--- config.mk ---
export PLATFORM = sky130hd
export DESIGN_NAME = par2ser_dbuf
export DESIGN_NICKNAME = d
export VERILOG_FILES = /design/src/rtl/par2ser_dbuf.sv
export SDC_FILE = /design/constraint.sdc
export NUM_CORES = 1
export LEC_CHECK = 0
export ABC_AREA = 1
export CAP_MARGIN = 40
export CORE_UTILIZATION = 63
export CTS_CLUSTER_SIZE = 20
export DETAILED_ROUTE_END_ITERATION = 12
export PLACE_DENSITY = 0.86
export SLEW_MARGIN = 20
export SYNTH_ARGS = -nofsm -noshare
export SYNTH_HDL_FRONTEND = slang
export SYNTH_SLANG_ARGS = --single-unit
--- constraint.sdc ---
create_clock -name clk -period 3.2 [get_ports clk]
set_input_delay 0.32 -clock clk [delete_from_list [all_inputs] [get_ports clk]]
set_output_delay 0.32 -clock clk [all_outputs]
set_load 0.01 [all_outputs]
--- src/rtl/par2ser_dbuf.sv ---
// Parallel-to-serial converter with a one-word holding buffer.
// A word is either loaded straight into the shifter, or parked in the
// holding stage while the shifter drains. The held word is handed over
// on the edge where the last beat advances, so consecutive words stream
// without an idle cycle.
module par2ser_dbuf #(
  parameter int PW = 64,
  parameter int SW = 1,
  parameter int NB = PW / SW,
  parameter int CW = $clog2(NB) + 1
) (
  input  logic          clk,
  input  logic          nreset,
  input  logic          valid_in,
  input  logic [PW-1:0] din,
  input  logic [7:0]    datasize,
  input  logic          lsbfirst,
  input  logic          fill,
  output logic          ready_out,
  input  logic          wait_in,
  output logic [SW-1:0] dout,
  output logic          valid_out,
  output logic          last_out,
  output logic          busy
);

  // Shifter stage
  logic [PW-1:0] shiftreg;
  logic [CW-1:0] count;
  logic          sh_lsb;
  logic          sh_fill;

  // Holding stage
  logic [PW-1:0] hold_word;
  logic [CW-1:0] hold_size;
  logic          hold_lsb;
  logic          hold_fill;
  logic          hold_valid;

  logic          accept;
  logic          adv;
  logic          shift_free;
  logic          load_from_hold;
  logic          load_from_in;
  logic          load_hold;
  logic [CW-1:0] in_size;
  logic [PW-1:0] shift_next;

  // 0 or anything beyond the word length means a full word.
  function automatic logic [CW-1:0] resolve_size(input logic [7:0] ds);
    if (ds == 8'd0 || int'(ds) > NB) return CW'(NB);
    else return CW'(ds);
  endfunction

  // Handshake and shifter-load decisions
  always_comb begin
    accept         = valid_in & ready_out;
    adv            = valid_out & ~wait_in;
    shift_free     = (count == '0) | ((count == CW'(1)) & adv);
    // ready_out is 0 whenever hold_valid is set, so accept never
    // coincides with a hand-over from the holding stage.
    load_from_hold = hold_valid & shift_free;
    load_from_in   = accept & ~hold_valid & shift_free;
    load_hold      = accept & ~shift_free;
    in_size        = resolve_size(datasize);
  end

  // Next shifter contents on a beat advance, back-filling the vacated end
  always_comb begin
    shift_next = shiftreg;
    if (sh_lsb)
      shift_next = (shiftreg >> SW) | ({PW{sh_fill}} & ~({PW{1'b1}} >> SW));
    else
      shift_next = (shiftreg << SW) | ({PW{sh_fill}} & ~({PW{1'b1}} << SW));
  end

  // Shifter register: a load wins over a shift on the same edge
  always_ff @(posedge clk or negedge nreset) begin
    if (!nreset) begin
      shiftreg <= '0;
      count    <= '0;
      sh_lsb   <= 1'b0;
      sh_fill  <= 1'b0;
    end else if (load_from_hold) begin
      shiftreg <= hold_word;
      count    <= hold_size;
      sh_lsb   <= hold_lsb;
      sh_fill  <= hold_fill;
    end else if (load_from_in) begin
      shiftreg <= din;
      count    <= in_size;
      sh_lsb   <= lsbfirst;
      sh_fill  <= fill;
    end else if (adv) begin
      shiftreg <= shift_next;
      count    <= count - CW'(1);
    end
  end

  // Holding stage: filled while the shifter is busy, emptied on hand-over
  always_ff @(posedge clk or negedge nreset) begin
    if (!nreset) begin
      hold_word  <= '0;
      hold_size  <= '0;
      hold_lsb   <= 1'b0;
      hold_fill  <= 1'b0;
      hold_valid <= 1'b0;
    end else if (load_from_hold) begin
      hold_valid <= 1'b0;
    end else if (load_hold) begin
      hold_word  <= din;
      hold_size  <= in_size;
      hold_lsb   <= lsbfirst;
      hold_fill  <= fill;
      hold_valid <= 1'b1;
    end
  end

  // Outputs are pure functions of state
  always_comb begin
    ready_out = ~hold_valid;
    valid_out = (count != '0);
    last_out  = (count == CW'(1));
    busy      = valid_out | hold_valid;
    dout      = sh_lsb ? shiftreg[SW-1:0] : shiftreg[PW-1 -: SW];
  end

endmodule

Word-level counts from Yosys, hierarchy flattened:

Index checks and enable logic that the tools add are counted.

* word-level logic and storage cells: 50
* input port bits: 78
* output and inout port bits: 5
* flip-flop bits (word level): 147

* bitwise logic cells: 15
* $add $sub $neg: 1
* reductions and logical operators: 8
* multiplexer cells: 15
* equal/unequal tests: 1
* order comparisons: 1

Operators by type and width (number)
* 64-bit two-way mux: 4
* 63-bit by 64-bit bitwise OR with 64-bit output: 1
* 64-bit by 1-bit bitwise OR with 64-bit output: 1
* 7-bit two-way mux: 4
* 8-bit by 7-bit > comparator with 1-bit output, second input constant: 1
* 8-bit logical NOT: 1
* 1-bit AND: 7
* 7-bit by 1-bit == test with 1-bit output, second input constant: 1
* 7-bit logical NOT: 1
* 1-bit two-way mux: 7
* 7-bit nonzero test: 1
* 7-bit by 1-bit subtractor with 7-bit output, second input constant: 1
* 1-bit NOT: 4
* 2-bit nonzero test: 2
* 3-bit nonzero test: 1
* 1-bit bitwise OR: 2
* 2-bit AND reduction: 1
* 1-bit logical OR: 1

Logic depth before layout (Yosys ltp):

Gate-level depths: netlist (run 1).

* depth in word-level cells: 8
* gate-level depth with buffers: 13
* mapped depth without buffers: 12

Least setup slack after synthesis (run 1):

OpenSTA, ideal clock, no wires.

* path type: reg2reg
* start point: register count[0]
* end point: register sh_lsb
* setup time: 120 ps
* buffers on the path: 2
* path slack: 1314 ps
* cell stages (with the launch flop): 12
* data arrival time: 1766 ps
* period minus slack after synthesis: 1886 ps
* required time: 3080 ps
* cell sequence: dfrtp_1 -> inv_1 -> ha_1 -> inv_1 -> nor2_1 -> nand2_1 -> nand2_1 -> nand3_1 -> buf_2 -> buf_2 -> o21ai_1 -> nand2_1

* cells in the longest elaborated chain, start to end: 6
* elaborated cells between the ends (all ways): 10
* classes of those cells: 1 x eq/ne; 1 x mux; 5 x bitwise; 3 x reduce/logical

RTL lines
* start, declared: line 29 `logic [CW-1:0] count;`
* start signal, assigned: line 86 `count <= hold_size;`
* start signal, assigned: line 91 `count <= in_size;`
* start signal, assigned: line 96 `count <= count - CW'(1);`
* 7-bit nonzero test (*): line 122 `valid_out = (count != '0);`
* named net valid_out: line 22 `output logic valid_out,`
* 1-bit AND (*): line 58 `adv = valid_out & ~wait_in;`
* 1-bit AND (*): line 59 `shift_free = (count == '0) | ((count == CW'(1)) & adv);`
* 1-bit bitwise OR (*): line 59
* 1-bit AND, on equally long branches: line 62, 63
* 1-bit two-way mux / 2-bit nonzero test (equally long branches)
* end signal, assigned: line 87 `sh_lsb <= hold_lsb;`
* end signal, assigned: line 92 `sh_lsb <= lsbfirst;`
* end, declared: line 30 `logic sh_lsb;`

Mark *: on every way through the listed nets, which the timed path passes. The rest lies on a longest branch.
A chain may end at the register's enable or synchronous reset.

Worst setup path in the final report (run 1):

* start point: register count[0]
* end point: register shiftreg[6]

* cells in the longest elaborated chain, start to end: 7
* elaborated cells between the ends (all ways): 11
* classes of those cells: 1 x eq/ne; 2 x mux; 5 x bitwise; 3 x reduce/logical

RTL lines
* 7-bit nonzero test: line 122
* 1-bit AND: line 58
* 1-bit AND: line 59
* 1-bit bitwise OR: line 59
* 1-bit AND: line 63 `load_from_in = accept & ~hold_valid & shift_free;`
* 64-bit two-way mux: line 89 `end else if (load_from_in) begin`
* 64-bit two-way mux: line 84 `end else if (load_from_hold) begin`
* end signal, assigned: line 85 `shiftreg <= hold_word;`
* end signal, assigned: line 90 `shiftreg <= din;`
* end signal, assigned: line 95 `shiftreg <= shift_next;`
* end, declared: line 28 `logic [PW-1:0] shiftreg;`

Several ways; a longest one is shown, not always the timed one.

==> flow_metrics.tcl, run 1 <==
set metrics [dict create \
    layout_min_cycle_time_ps 2680 \
    cts.sinks 147 \
    clock_path_buffers 2 \
    syn_nets 1433 \
    synth-compound-area-share 0.0792 \
    p_total_mw 9.18 \
    worstMarginPinSlew_ps 867 \
    cts-resized-gates 0 \
    max_cap_viol_count 0 \
    dr.pass1.iters 5 \
    rrSetupSlack_ps 520 \
    track_usage 0.320 \
    r2r-end "shiftreg[6]" \
    path_buf_inv 4 \
    slowest_stage "buf_4" \
    avgSynthCellArea_um2 6.66 \
    synth_top_area_cell "dfrtp_1" \
    yosysMostFrequentCell "nand2_1" \
    syn_inst 1352 \
    grt_pass1_vias 8240 \
    required_ps 3560 \
    final-hold-violation-count 0 \
    slew_headroom 0.422 \
    synth_top_family_by_area "simple AND/OR/NAND/NOR gates" \
    clock_latency_ps 420 \
    async_reset_ff_frac 1.00 \
    root_buffer "clkbuf_16" \
    fin_tns_setup_ps 0 \
    layout.nets 1445 \
    via_per_inst 5.64 \
    io_buffers 82 \
    grt_pass1_wl_mm 37.6 \
    ir_drop_mv 0.591 \
    cpMostUsedCell "nand2_1" \
    wire_per_inst_um 14.3 \
    synthMuxAreaShare 0.00250 \
    p_per_area_nw_per_um2 882 \
    synth-simple-area-share 0.364 \
    diodes 0 \
    h-tree-depth 4 \
    synth_xor_area_frac 0.00486 \
    synth_ff_type "dfrtp_1" \
    synth_area_um2 9010 \
    yosys-top-cells-count "nand2_1 (417), inv_1 (194), dfrtp_1 (147)" \
    post_cts_buffers 0 \
    rows 43 \
    cts.reportedPaths.clkPinSlew_ps 60 \
    synth_edf_count 0 \
    yosys_warnings 0 \
    die_w_um 122 \
    p_leak_nw 5.62 \
    num_vias 8779 \
    yosysUniqueCellTypes 26 \
    synth_fa_ha_area_frac 0.00417 \
    fin_worst_skew_ps 7.59 \
    place_hpwl_mm 12.5 \
    worst-path-max-fanout 71 \
    rsz0062_at_grt "false" \
    finalMaxSlewViolations 0 \
    initial_core_util 0.646 \
    synthTopCellsByArea "dfrtp_1 (41%), nand2_1 (17%), nand4_1 (9.7%)" \
    antenna_found_initial 0 \
    fin_worst_hold_slack_ps 443 \
    drtAntennaViolNets 0 \
    ys_seq_area_frac 0.408 \
    start_kind "flip-flop" \
    hold_path.class "in -> async" \
    wirelength_mm 22.3 \
    setup_violations 0 \
    cts_buffers 17 \
    drive_gt1_frac 0.0443 \
    critPathMaxStageDelay_ps 650 \
    r2r_start "count[0]" \
    grt_max_degree 129 \
    synthToLayoutAreaGrowth_pct 15.6 \
    fmax_ghz 0.373 \
    hold_buffers 1 \
    ff2ff_path_depth 13 \
    critPathTopFamily "simple AND/OR/NAND/NOR gates" \
    ys_seq_elements 147 \
    endpoint_kind "flip-flop" \
    crit_type "reg -> reg" \
    die_height_um 122 \
    arrival_ps 3040 \
    final_core_util 0.747 \
    yosysTopAreaCellShare 0.408 \
    overflow 0 \
    drc_errors 0 \
    post-route-period-util 0.837 \
    dieArea_um2 14800 \
    core_area_um2 13900 \
    io_pins 83 \
    status "finished clean" \
    cts_tree "yes" \
    worstPathCellList "inv_1 > ha_1 > inv_1 > nor2_1 > nand2_1 > nand2_4 > nand3_2 > nand2_2 > buf_4 > nand2_1 > inv_1 > nand2_1 > nand2_1" \
    drt_iter0_markers 833 \
    gp_congestion 0.885 \
]
-- cell families after synthesis --
kind of cell / count (synthesis)
AND/OR/NAND/NOR: 752
buffers and inverters: 302
flip-flops: 147
AO/OA/AOI/OAI: 141
XOR/XNOR: 5
adder cells (fa/ha/maj): 3
multiplexers: 2
-- registers in the layout, summed over array words and instances (netlist names) --
| register | count |
|---|---|
| count | 7 |
| hold_fill | 1 |
| hold_lsb | 1 |
| hold_size | 7 |
| hold_valid | 1 |
| hold_word | 64 |
| sh_fill | 1 |
| sh_lsb | 1 |
| shiftreg | 64 |
-- metrics by stage --
stage	std cells	worst slack, ps	instance area, um^2
after floorplan	1352	1310	9010
after global placement	1523	609	9750
after detailed placement	1524	635	9780
after CTS	1557	581	10400
after global routing	1557	267	10400
final	1557	520	10400
-- final cells by class --
class / count / area [um^2]
well taps: 180 / 225
inverters: 197 / 739
flip-flops and latches: 147 / 3680
multi-input cells: 903 / 4130
repair buffers: 98 / 1010
fillers: 1074 / 3520
clock inverters: 9 / 125
clock buffers: 23 / 498
-- layout by cell type (no fill, tap or decap), types with 4 or more instances in the layout --
master | synthesis | routed
buf_12 | 0 | 4
buf_4 | 7 | 10
xor2_1 | 4 | 4
o21ai_0 | 34 | 34
inv_1 | 194 | 194
nand2_1 | 417 | 415
clkbuf_8 | 0 | 5
nand3_1 | 78 | 77
nor2_1 | 112 | 112
clkdlybuf4s50_1 | 0 | 81
nand4_1 | 139 | 139
clkinv_2 | 0 | 4
a21oi_1 | 102 | 102
clkbuf_16 | 0 | 17
dfrtp_1 | 147 | 145
-- layer usage --
metal,global-route usage,vias up,wire length [um]
met5,0,-,0
met4,0.120,0,463
met3,0.0548,41,1390
met2,0.542,301,10800
met1,0.410,4115,9570
li1,-,4322,-
-- power breakdown --
part           internal, mW  switching (mW)
logic                  1.38            2.50
clock network          1.33           0.773
registers              2.71           0.496
total                  5.41            3.77
-- worst max-delay path by stage --
stage,from,end,cells past startpoint
2_1_floorplan,count[0],sh_lsb,11
3_3_place_gp,count[0],hold_word[19],10
3_5_place_dp,count[0],shiftreg[24],12
4_1_cts,count[0],shiftreg[36],12
5_1_grt,count[0],shiftreg[44],13
6_report,count[0],shiftreg[6],13
Note: power is estimated with default switching activity, not from simulation.
==> inputs of run 2 (changes only) <==
--- a/config.mk
+++ b/config.mk
@@ -7,10 +7,10 @@
 export LEC_CHECK = 0
 export ABC_AREA = 1
 export CAP_MARGIN = 40
-export CORE_UTILIZATION = 63
+export CORE_UTILIZATION = 59
 export CTS_CLUSTER_SIZE = 20
 export DETAILED_ROUTE_END_ITERATION = 12
-export PLACE_DENSITY = 0.86
+export PLACE_DENSITY = 0.82
 export SLEW_MARGIN = 20
 export SYNTH_ARGS = -nofsm -noshare
 export SYNTH_HDL_FRONTEND = slang
==> constraint.sdc (replaced) <==
create_clock -name clk -period 2.55 [get_ports clk]
set_input_delay 0.255 -clock clk [delete_from_list [all_inputs] [get_ports clk]]
set_output_delay 0.255 -clock clk [all_outputs]
set_load 0.01 [all_outputs]
==> flow_metrics.tcl, run 2 (synthesis results as in run 1) <==
set metrics [dict create \
    max_cap_viol_count 0 \
    drive_gt1_frac 0.0504 \
    cts.reportedPaths.clkPinSlew_ps 60 \
    cts_tree "yes" \
    num_vias 8880 \
    grt_pass1_vias 8322 \
    initial_core_util 0.613 \
    clock_path_buffers 2 \
    drtAntennaViolNets 0 \
    post-route-period-util 0.909 \
    start_kind "flip-flop" \
    final_core_util 0.719 \
    endpoint_kind "flip-flop" \
    track_usage 0.302 \
    layout_min_cycle_time_ps 2320 \
    arrival_ps 2630 \
    dr.pass1.iters 10 \
    violations "design-rule violations" \
    grt_max_degree 75 \
    gp_congestion 0.852 \
    cts_buffers 17 \
    required_ps 2860 \
    p_per_area_nw_per_um2 1120 \
    final_common_cell "nand2_1" \
    dieArea_um2 15800 \
    final-hold-violation-count 0 \
    io_pins 83 \
    finalMaxSlewViolations 0 \
    hold_path.class "in -> async" \
    fmax_ghz 0.432 \
    slew_headroom 0.403 \
    wire_per_inst_um 14.3 \
    die_w_um 126 \
    setup_violations 0 \
    antenna_found_initial 0 \
    synthToLayoutAreaGrowth_pct 17.4 \
    fin_tns_setup_ps 0 \
    final_cell_mix "nand2_1 (415), inv_1 (194), dfrtp_1 (145)" \
    drc_errors 5 \
    core_area_um2 14700 \
    io_buffers 82 \
    worst-path-max-fanout 74 \
    clock_latency_ps 430 \
    diodes 0 \
    crit_type "reg -> reg" \
    drt_iter0_markers 942 \
    cts.sinks 147 \
    p_leak_nw 5.70 \
    largestRegisters "hold_word x64, shiftreg x64" \
    worstMarginPinSlew_ps 896 \
    die_height_um 126 \
    wirelength_mm 22.4 \
    h-tree-depth 4 \
    via_per_inst 5.65 \
    layout.nets 1456 \
    overflow 0 \
    fin_worst_skew_ps 5.68 \
    grt_pass1_wl_mm 38.6 \
    root_buffer "clkbuf_16" \
    rsz0062_at_grt "false" \
    status "finished with violations" \
    cts-resized-gates 0 \
    ir_drop_mv 0.780 \
    place_hpwl_mm 13.4 \
    rows 44 \
]
[run 2: cell count changes in the layout (fill, tap and decap cells not counted), sizes merged]
cell and change:
bufinv +3, clkinvlp -1, clkbuf -1, clkinv -1
buf +11
[run 2: final timing paths]
check	from	end	slack [ps]	cells past startpoint
min in group clk	lsbfirst	hold_lsb	400	3
max in group asynchronous	nreset	shiftreg[30]	1380	3
hold reg to reg	shiftreg[33]	shiftreg[33]	480	2
setup reg to reg	count[1]	sh_fill	230	11
setup / recovery	count[1]	sh_fill	230	11
hold / removal	nreset	hold_word[17]	390	2
[run 2: area by class of cell]
type | instances | area, um^2
repair buffers | 109 | 1130
flip-flops and latches | 147 | 3680
inverters | 197 | 739
clock buffers | 22 | 464
clock inverters | 10 | 203
fillers | 1213 | 4120
multi-input cells | 903 | 4130
well taps | 184 | 230
[run 2: layer usage]
metal / track usage / wire length (um) / vias to the layer above
met3: 0.0535 / 1520 / 44
met2: 0.503 / 10900 / 327
li1: - / - / 4344
met4: 0.106 / 350 / 0
met1: 0.398 / 9690 / 4165
met5: 0 / 0 / -
[run 2: metrics by stage]
stage	setup slack [ps]	power, mW	std cells	hold WS, ps	cell area (um^2)
finish	233	11.8	1572	389	10600
global route	63.9	12.8	1572	449	10600
CTS	263	11.8	1572	400	10600
detailed placement	349	8.88	1539	290	9900
global placement	408	8.68	1539	288	9900
floorplan	664	7.69	1352	-40.6	9010
[run 2: repair_timing]
action | 4_1_cts | 5_1_grt
endpoints found under the hold margin | 58 | 0
setup buffers | 0 | 0
hold buffers | 1 | 0
[run 2: report_power, final]
part	total (mW)	leakage (nW)	switching (mW)	internal, mW
Sequential	3.91	1.71	0.512	3.40
Combinational	5.04	3.67	3.24	1.80
Clock	2.86	0.324	0.974	1.88
[run 2: worst max-delay path, stage by stage, from the launching register on]
cell and delay, ps:
dfrtp_1 360, inv_1 110, ha_1 220, inv_1 60
nor2_1 50, nand2_1 120, nand2_4 130, nand3_2 120
buf_4 640, nand2_1 180, nand2_1 120, o22ai_1 60
==> inputs of run 3 (changes only) <==
--- a/config.mk
+++ b/config.mk
@@ -7,10 +7,10 @@
 export LEC_CHECK = 0
 export ABC_AREA = 1
 export CAP_MARGIN = 40
-export CORE_UTILIZATION = 59
+export CORE_UTILIZATION = 53
 export CTS_CLUSTER_SIZE = 20
 export DETAILED_ROUTE_END_ITERATION = 12
-export PLACE_DENSITY = 0.82
+export PLACE_DENSITY = 0.77
 export SLEW_MARGIN = 20
 export SYNTH_ARGS = -nofsm -noshare
 export SYNTH_HDL_FRONTEND = slang
==> constraint.sdc (replaced) <==
create_clock -name clk -period 2.05 [get_ports clk]
set_input_delay 0.205 -clock clk [delete_from_list [all_inputs] [get_ports clk]]
set_output_delay 0.205 -clock clk [all_outputs]
set_load 0.01 [all_outputs]
==> flow_metrics.tcl, run 3 (synthesis results as in run 1) <==
set metrics [dict create \
    final_core_util 0.679 \
    wire_per_inst_um 15.8 \
    largestRegisters "hold_word x64, shiftreg x64" \
    slew_headroom 0.545 \
    fmax_ghz 0.503 \
    worst-path-max-fanout 37 \
    switching_share 0.412 \
    final_common_cell "nand2_1" \
    track_usage 0.266 \
    layout.nets 1491 \
    required_ps 2360 \
    use_met1 0.354 \
    cts.sinks 147 \
    wirelength_mm 25.9 \
    h-tree-depth 4 \
    finalMaxSlewViolations 0 \
    die_w_um 132 \
    io_pins 83 \
    worstMarginPinSlew_ps 682 \
    critPathMaxStageDelay_ps 400 \
    drtAntennaViolNets 0 \
    slowest_stage "dfrtp_1" \
    initial_core_util 0.543 \
    dr.pass1.iters 5 \
    num_vias 9286 \
    antenna_found_initial 0 \
    synthToLayoutAreaGrowth_pct 25.0 \
    drive_gt1_frac 0.0787 \
    drt_iter0_markers 834 \
    layout_min_cycle_time_ps 1990 \
    regArea_um2 3680 \
    cpMostUsedCell "nand2_1" \
    rows 47 \
    path_buf_inv 3 \
    via_per_inst 5.65 \
    multi_input_comb_area_um2 4190 \
    p_switching_mw 6.20 \
    rrSetupSlack_ps 60 \
    cts.reportedPaths.clkPinSlew_ps 60 \
    setup_violations 0 \
    cts_buffers 17 \
    p_clk_frac 0.196 \
    grt_pass1_vias 8253 \
    grt_max_degree 93 \
    sequentialPowerShare 0.326 \
    r2r_start "count[0]" \
    place_hpwl_mm 14.0 \
    r2r-end "shiftreg[1]" \
    gr-usage-met3 0.0400 \
    overflow 0 \
    clock_path_buffers 2 \
    max_cap_viol_count 0 \
    drc_errors 0 \
    ff2ff_path_depth 12 \
    p_per_area_nw_per_um2 1330 \
    fin_worst_skew_ps 7.19 \
    fin_worst_hold_slack_ps 272 \
    diodes 0 \
    start_kind "flip-flop" \
    fin_tns_setup_ps 0 \
    grt_pass1_wl_mm 38.3 \
    status "finished clean" \
    critPathTopFamily "simple AND/OR/NAND/NOR gates" \
    nFillCells 1377 \
    final-hold-violation-count 0 \
    clock_latency_ps 430 \
    arrival_ps 2290 \
    gp_congestion 0.823 \
    die_height_um 132 \
    pwr-share-comb 0.478 \
    post-route-period-util 0.969 \
    crit_type "reg -> reg" \
    dieArea_um2 17500 \
    ir_drop_mv 0.830 \
    io_buffers 82 \
    p_leak_nw 6.03 \
    power.internal_mw 8.83 \
    endpoint_kind "flip-flop" \
    cts_tree "yes" \
    final_cell_mix "nand2_1 (412), inv_1 (192), dfrtp_1 (145)" \
    gr-max-usage-layer "met2" \
    hold_path.class "in -> async" \
    worstPathCellList "inv_2 > ha_2 > inv_1 > nor2_2 > nand2_2 > nand2_8 > nand3_4 > clkbuf_16 > nand2_1 > nand3_1 > nand2_1 > nand2_1" \
    root_buffer "clkbuf_16" \
    core_area_um2 16600 \
    use_met2 0.438 \
]
==> run 3: changes by cell type in the layout (fill, tap and decap cells not counted), sizes merged <==
cell / previous run / this run
dlymetal6s2s: 0 / 1
clkbuf: 22 / 37
buf: 27 / 53
clkdlybuf4s50: 81 / 78
clkinv: 3 / 4
dlygate4sd2: 0 / 2
clkinvlp: 1 / 0
bufinv: 6 / 0
==> run 3: power groups by stage <==
stage / combinational, mW / sequential, mW / clock (mW)
CTS: 6.55 / 4.85 / 2.98
global route: 8.11 / 5.03 / 3.10
global placement: 6.31 / 4.85 / 0
floorplan: 4.85 / 4.71 / 0
detailed placement: 6.50 / 4.88 / 0
finish: 7.19 / 4.90 / 2.95
==> run 3: worst max-delay path by stage <==
stage / slack [ps] / start / end / cells past startpoint
2_1_floorplan: 160 / count[0] / sh_lsb / 11
3_3_place_gp: 150 / count[1] / hold_word[54] / 9
3_5_place_dp: 100 / count[1] / hold_word[54] / 9
4_1_cts: 20 / count[4] / last_out / 6
5_1_grt: -60 / count[0] / shiftreg[1] / 12
6_report: 60 / count[0] / shiftreg[1] / 12
==> run 3: metrics by stage <==
step / total power [mW] / instance area (um^2) / instances / worst slack, ps
floorplan: 9.56 / 9010 / 1352 / 164
global placement: 11.2 / 10200 / 1591 / 148
detailed placement: 11.4 / 10200 / 1591 / 96.1
CTS: 14.4 / 10800 / 1624 / 19.9
global route: 16.2 / 11300 / 1643 / -64.7
finish: 15.0 / 11300 / 1643 / 63.5
==> run 3: final cells by class <==
class | instances | share of cell area
Inverter | 197 | 0.0657
Timing Repair Buffer | 144 | 0.162
Clock inverter | 4 | 0.00178
Clock buffer | 28 | 0.0477
Multi-Input combinational cell | 903 | 0.372
Sequential cell | 147 | 0.327
Tap cell | 220 | 0.0244
==> run 3: routing by layer <==
layer | routed length [um] | up-vias
met5 | 0 | -
met1 | 11100 | 4357
li1 | - | 4422
met2 | 12100 | 441
met4 | 674 | 0
met3 | 2040 | 66
==> run 3: repair_timing <==
action                     CTS  global route
resized for setup            4            33
gates cloned                 0            10
pin swaps                    0             6
setup endpoints to repair    3           145
hold endpoints to repair    40             0
hold buffers                 1             0
buffers inserted             0             9
